--- src/rtl/serializer_pkg.sv ---
// Shared types and sizing helpers for the parallel-to-serial stream block.
package serializer_pkg;

  typedef enum logic {IDLE, SHIFT} ser_state_t;

  function automatic int beats(input int width, input int lanes);
    return width / lanes;
  endfunction

  function automatic int cnt_w(input int b);
    return (b > 1) ? $clog2(b) : 1;
  endfunction

endpackage

--- src/rtl/parallel_to_serial_stream_beat_counter.sv ---
// Beat index counter: clear wins over increment, wraps after MAX.
module beat_counter
  import serializer_pkg::*;
#(
  parameter int MAX = 7,
  localparam int CW = cnt_w(MAX + 1)
) (
  input  logic          CLK,
  input  logic          RST,
  input  logic          CLR,
  input  logic          INC,
  output logic [CW-1:0] COUNT,
  output logic          AT_MAX
);

  logic [CW-1:0] count_q;
  logic [CW-1:0] count_d;

  always_comb begin
    count_d = count_q;
    if (CLR) begin
      count_d = '0;
    end else if (INC) begin
      count_d = (count_q == CW'(MAX)) ? '0 : count_q + CW'(1);
    end
  end

  always_ff @(posedge CLK) begin
    if (RST) begin
      count_q <= '0;
    end else begin
      count_q <= count_d;
    end
  end

  assign COUNT  = count_q;
  assign AT_MAX = (count_q == CW'(MAX));

endmodule

--- src/rtl/parallel_to_serial_stream.sv ---
// Streams a WIDTH-bit word out as LANES-bit beats over valid/ready,
// reloading on the last beat so consecutive words run without a bubble.
module parallel_to_serial_stream
  import serializer_pkg::*;
#(
  parameter int WIDTH     = 8,
  parameter int LANES     = 1,
  parameter bit MSB_FIRST = 1'b0
) (
  input  logic             CLK,
  input  logic             RST,
  input  logic [WIDTH-1:0] DATA_IN,
  input  logic             IN_VALID,
  output logic             IN_READY,
  input  logic             ABORT,
  output logic [LANES-1:0] DATA_OUT,
  output logic             OUT_VALID,
  input  logic             OUT_READY,
  output logic             OUT_LAST
);

  localparam int BEATS = beats(WIDTH, LANES);
  localparam int CW    = cnt_w(BEATS);

  if (WIDTH < 1 || LANES < 1 || (WIDTH % LANES) != 0) begin : g_bad_cfg
    $error("WIDTH must be a positive multiple of LANES");
  end

  ser_state_t       state_q;
  ser_state_t       state_d;
  logic [WIDTH-1:0] sreg_q;
  logic [WIDTH-1:0] sreg_d;
  logic [WIDTH-1:0] sreg_shift;
  logic [LANES-1:0] beat;
  logic [CW-1:0]    cnt;
  logic             at_max;
  logic             cnt_clr;
  logic             cnt_inc;
  logic             shifting;
  logic             accept;
  logic             xfer;

  beat_counter #(
    .MAX(BEATS - 1)
  ) u_cnt (
    .CLK   (CLK),
    .RST   (RST),
    .CLR   (cnt_clr),
    .INC   (cnt_inc),
    .COUNT (cnt),
    .AT_MAX(at_max)
  );

  if (MSB_FIRST) begin : g_msb
    assign beat       = sreg_q[WIDTH-1 -: LANES];
    assign sreg_shift = sreg_q << LANES;
  end else begin : g_lsb
    assign beat       = sreg_q[LANES-1:0];
    assign sreg_shift = sreg_q >> LANES;
  end

  assign shifting  = (state_q == SHIFT);
  assign OUT_VALID = shifting;
  assign OUT_LAST  = shifting && at_max;
  assign DATA_OUT  = shifting ? beat : '0;

  // Ready on the last accepted beat so the next word loads in its place.
  assign IN_READY = !RST && !ABORT &&
                    (!shifting || (OUT_READY && OUT_LAST));

  assign accept = IN_VALID && IN_READY;
  assign xfer   = shifting && OUT_READY;

  always_comb begin
    state_d = state_q;
    sreg_d  = sreg_q;
    cnt_clr = 1'b0;
    cnt_inc = 1'b0;
    if (ABORT) begin
      state_d = IDLE;
      sreg_d  = '0;
      cnt_clr = 1'b1;
    end else if (accept) begin
      state_d = SHIFT;
      sreg_d  = DATA_IN;
      cnt_clr = 1'b1;
    end else if (xfer) begin
      if (at_max) begin
        state_d = IDLE;
        sreg_d  = '0;
        cnt_clr = 1'b1;
      end else begin
        sreg_d  = sreg_shift;
        cnt_inc = 1'b1;
      end
    end
  end

  always_ff @(posedge CLK) begin
    if (RST) begin
      state_q <= IDLE;
      sreg_q  <= '0;
    end else begin
      state_q <= state_d;
      sreg_q  <= sreg_d;
    end
  end

endmodule

--- config.mk ---
export PLATFORM = sky130hd
export DESIGN_NAME = parallel_to_serial_stream
export DESIGN_NICKNAME = d
export VERILOG_FILES = /design/src/rtl/serializer_pkg.sv /design/src/rtl/parallel_to_serial_stream_beat_counter.sv /design/src/rtl/parallel_to_serial_stream.sv
export SDC_FILE = /design/constraint.sdc
export NUM_CORES = 1
export LEC_CHECK = 0
export CORE_MARGIN = 2
export CORE_UTILIZATION = 40
export CTS_CLUSTER_DIAMETER = 120
export DETAILED_ROUTE_END_ITERATION = 10
export GPL_ROUTABILITY_DRIVEN = 0
export GPL_TIMING_DRIVEN = 0
export PLACE_DENSITY = 0.71
export SLEW_MARGIN = 20
export SYNTH_ARGS = -nofsm -noshare
export SYNTH_HDL_FRONTEND = slang
export SYNTH_SLANG_ARGS = --single-unit
--- constraint.sdc ---
create_clock -name CLK -period 1.9 [get_ports CLK]
set_clock_uncertainty 0.2 [all_clocks]
set_input_delay 0.285 -clock CLK [delete_from_list [all_inputs] [get_ports CLK]]
set_output_delay 0.285 -clock CLK [all_outputs]
set_load 0.005 [all_outputs]
---- Word level (Yosys, flattened, before mapping) ----
Cells that the tools add are included.
word-level totals
  bits in writable memories ............... 0
  output and inout bits ................... 4
  word-level logic and storage cells ...... 36
  memories kept ........................... 0
  bits in registers ....................... 12
  memory bits (read-only) ................. 0
  bits in latches ......................... 0
cells by class
  divide/modulo/power cells ............... 0
  bitwise operators ....................... 0
  muxes and demuxes ....................... 16
  reductions and logical operators ........ 15
  add/subtract/negate cells ............... 1
  equal/unequal tests ..................... 1
  multipliers ............................. 0
  $lt $le $gt $ge ......................... 0
  shift-type cells ........................ 0
operators by type and width
  cell                                                           count
  8-bit two-way mux                                              2
  1-bit two-way mux                                              12
  7-bit two-way mux                                              1
  1-bit logical AND                                              6
  2-bit nonzero test                                             2
  2-bit OR reduction                                             2
  3-bit by 1-bit adder with 3-bit output, second input constant  1
  3-bit equality test, second input constant                     1
  1-bit zero test                                                3
  3-bit two-way mux                                              1
  2-bit AND reduction                                            1
  1-bit logical OR                                               1

---- Depth between registers and ports, before layout ----
  depth in word-level cells ............... 9
  mapped depth ............................ 5
  gate-level depth less buffers ........... 5

---- Modules after synthesis ----
A second synthesis with hierarchy kept.
unflattened totals
  cells, all modules ...................... 73
  area, all modules ....................... 724.4 sq um
by module, submodules not included
  module                     area an instance (sq um)  instances  cells an instance  seq. area each (sq um)
  parallel_to_serial_stream  575.6                     1          60                 180.2
  beat_counter               148.9                     1          13                 60.1

---- Least setup slack after synthesis ----
Ideal clock, no wire load.
  kind .................................... register to register
  from .................................... reg u_cnt.count_q[0] (netlist: u_cnt.COUNT[0])
  to ...................................... reg sreg_q[5]
  path buffers ............................ 0
  required time ........................... 1.578 ns
  setup time .............................. 0.122 ns
  clock period less this slack ............ 1.761 ns
  arrival time ............................ 1.439 ns
  path slack .............................. 0.139 ns
  cell stages (with the launch flop) ...... 6
  cell sequence ........................... dfxtp_1 ha_1 ha_1 a21bo_2 and2_1 a221o_1
on the way
  cells in the longest elaborated chain, start to end .. 7
  elaborated cells on any way between the ends .. 10
  classes of those cells .................. eq/ne: 1; mux: 3; reduce/logical: 6
RTL lines
  element                                                         RTL line                                      RTL
  start, declared                                                 parallel_to_serial_stream_beat_counter.sv:16  logic [CW-1:0] count_q;
  start signal, assigned                                          parallel_to_serial_stream_beat_counter.sv:32  count_q <= count_d;
  3-bit equality test *                                           parallel_to_serial_stream_beat_counter.sv:37  assign AT_MAX = (count_q == CW'(MAX));
  1-bit logical AND                                               parallel_to_serial_stream.sv:64               assign OUT_LAST = shifting && at_max;
  1-bit logical AND                                               parallel_to_serial_stream.sv:69               (!shifting || (OUT_READY && OUT_LAST));
  1-bit logical OR                                                parallel_to_serial_stream.sv:69
  1-bit logical AND                                               parallel_to_serial_stream.sv:68               assign IN_READY = !RST && !ABORT &&
  1-bit logical AND                                               parallel_to_serial_stream.sv:71               assign accept = IN_VALID && IN_READY;
  8-bit two-way mux / 2-bit nonzero test (equally long branches)  --
  end signal, assigned                                            parallel_to_serial_stream.sv:105              sreg_q <= sreg_d;
  end, declared                                                   parallel_to_serial_stream.sv:31               logic [WIDTH-1:0] sreg_q;
Mark *: on every way between the ends. The rest lies on a longest branch, timed or not. The select of a mux whose other input is x is not followed.
A chain may end at the register's enable or synchronous reset.

---- Worst setup path in the final report ----
Ends and elaborated chain as after synthesis.

==> metrics <==
GRT overflow 0; VDD IR max 0.293 mV; sequential share of power 53.2%; Static Leak 0.336 nW; CP top delay family compound AO/OA/AOI/OAI gates; status completed; Net Sw Frac 23.5%; WL met3 78 um; vias 606; final setup TNS 0 ps; htree depth 1; Crit path largest cell delay 340 ps; Distinct cells, synth 26; dpl ws -418 ps; DP HPWL 988 um; clk_lat worst skew 260 ps; syn avg cell area 9.23 sq um; CP startpoint kind flop; detailed-route wire length 1400 um; vias in the first global route 528; MaxCap Viol Count 0; Detailed Route Iter0 Violations 20; core area 1470 sq um; #FFs+latches synth 12; CP max stage cell dfxtp_2; Area Growth Syn to Fin 41.3%; fin worst setup slack 60.2 ps; WS Path Type reg2reg; Routed WL per cell 13.5 um; met1 wire length 624 um; fin crit share 96.8%; Die Wd 43.3 um; Worst-Margin Slew 375 ps; Mapped Nets 82; RSZ-0062 raised after global routing false; Final setup viols 0; Antenna Cells 0; power per cell area 565 nW/um^2; r2r setup slk 60 ps; Post-Synthesis Cells 67; CTS Buf Count 3; global-route usage over all layers 16.5%; CTS tree yes; Seq/Total Area, Yosys 38.9%; yosys warns 0; initial antenna violation count 0; drt via density 5.83; # rows 14; Root Driver clkbuf_4; Routed Antenna Nets 0; Final Critical Period 1840 ps; Max Freq 544 MHz; final hold violations 0; starting density of the core 42.0%; Worst Path Required 1860 ps; first-pass GRT wire length 2270 um; CP most frequent cell ha_4; Final Max Slew Viols 0; commonest non-fill, non-tap cells in the layout clkdlybuf4s50_1 (12), dfxtp_1 (9), nor2_1 (7); CP Cell Sequence ha_4 -> ha_4 -> buf_4 -> a21bo_4 -> and2_4 -> a221o_1; Psw 116 uW; die area 1880 sq um; CP bufs+invs 1; Slew headroom 74.9%; clock network power share 31.3%; Post-Syn Area 618 sq um; CP arrival 1800 ps; clk slew on worst S/H paths 70 ps; NumNets Final 105; I/O Buffers 16; I/O pin count 17; first-pass iteration count of the detailed router 5; Comb pwr share 15.5%; largest net degree at the start of global routing 11; Internal 377 uW; commonest non-fill, non-tap cell in the layout clkdlybuf4s50_1; max layer used met4; Remaining DRCs 0; worst min path class reg2reg; share of layout cells above drive strength 1 22.7%; Worst Setup End Kind flop; CTS Buffer Depth 2; Die Height 43.3 um; WL met2 686 um; CTS Hold Bufs 0; CTS Sinks 12; CP max FO 7
cells in the mapped netlist:
library cell | n | area (sq um)
a21oi_1 | 5 | 25.0
nand3b_1 | 2 | 15.0
nand2_1 | 3 | 11.3
a221o_1 | 6 | 60.1
or2_1 | 1 | 6.26
nand3_1 | 2 | 10.0
and3_1 | 3 | 18.8
and2_2 | 1 | 7.51
o21ai_0 | 4 | 20.0
nor2_1 | 7 | 26.3
inv_1 | 2 | 7.51
a21boi_0 | 1 | 7.51
and2_1 | 2 | 12.5
nor3b_2 | 1 | 12.5
buf_6 | 1 | 11.3
nor2b_1 | 2 | 12.5
dfxtp_1 | 12 | 240
ha_1 | 2 | 25.0
or4b_4 | 1 | 13.8
a21bo_2 | 1 | 10.0
buf_2 | 1 | 5.00
a32oi_1 | 2 | 17.5
nor3_1 | 2 | 10.0
mux2_2 | 1 | 11.3
and4bb_2 | 1 | 12.5
xnor2_1 | 1 | 8.76
registers in the layout, summed over array words and instances, names as in the netlist:
name,cells
OUT_VALID,1
sreg_q,8
u_cnt.COUNT,3
path summary, 6_finish.rpt:
| check | from | end | cells after the start |
|---|---|---|---|
| setup / recovery | u_cnt.COUNT[0]$_SDFFE_PP0P_ | sreg_q[5]$_SDFFE_PP0P_ | 6 |
| hold / removal | sreg_q[6]$_SDFFE_PP0P_ | sreg_q[6]$_SDFFE_PP0P_ | 1 |
| setup reg to reg | u_cnt.COUNT[0]$_SDFFE_PP0P_ | sreg_q[5]$_SDFFE_PP0P_ | 6 |
| hold reg to reg | sreg_q[6]$_SDFFE_PP0P_ | sreg_q[6]$_SDFFE_PP0P_ | 1 |
logic make-up (layout without fill, tap and decap cells):
| logic type | count (synthesis) | in the layout | share of synthesized area (%) |
|---|---|---|---|
| fa+ha+maj | 2 | 2 | 4.05 |
| mux | 1 | 1 | 1.82 |
| simple gates | 28 | 28 | 27.3 |
| buf+inv | 4 | 25 | 3.85 |
| xor+xnor | 1 | 1 | 1.42 |
| compound gates | 19 | 19 | 22.7 |
| flops | 12 | 12 | 38.9 |
through the flow:
step,std cells,area (sq um),hold WS [ps],utilization [%],power (mW)
floorplan,67,618,206,-,0.302
detailed placement,99,798,272,54.3,0.343
CTS,104,862,296,58.6,0.495
global placement,99,798,264,54.3,0.342
global route,104,873,312,59.4,0.513
finish,104,873,292,59.4,0.493
power by group through the flow:
stage               registers [mW]  clock network [mW]  logic (mW)
detailed placement           0.268                   0      0.0752
global route                 0.263               0.167      0.0833
CTS                          0.262               0.159      0.0740
floorplan                    0.267                   0      0.0346
global placement             0.268                   0      0.0746
finish                       0.262               0.154      0.0765
area by class of cell:
cell class	count	area, sq um
clock buffer	3	22.5
inverter	2	7.51
timing repair buffer	18	171
sequential	12	244
fill	138	598
multi-input combinational	51	392
buffer	2	16.3
tap	16	20.0
routing by layer:
metal	track usage, %	vias up
met5	0	-
met4	7.27	0
met3	3.83	2
met2	25.4	19
met1	21.8	289
li1	-	296
what timing repair did:
| action | CTS | global route |
|---|---|---|
| pin swaps | 0 | 2 |
| endpoints found under the setup margin | 3 | 4 |
| gates resized for setup | 12 | 4 |
| buffers inserted | 2 | 0 |
(Power assumes the default switching activity.)
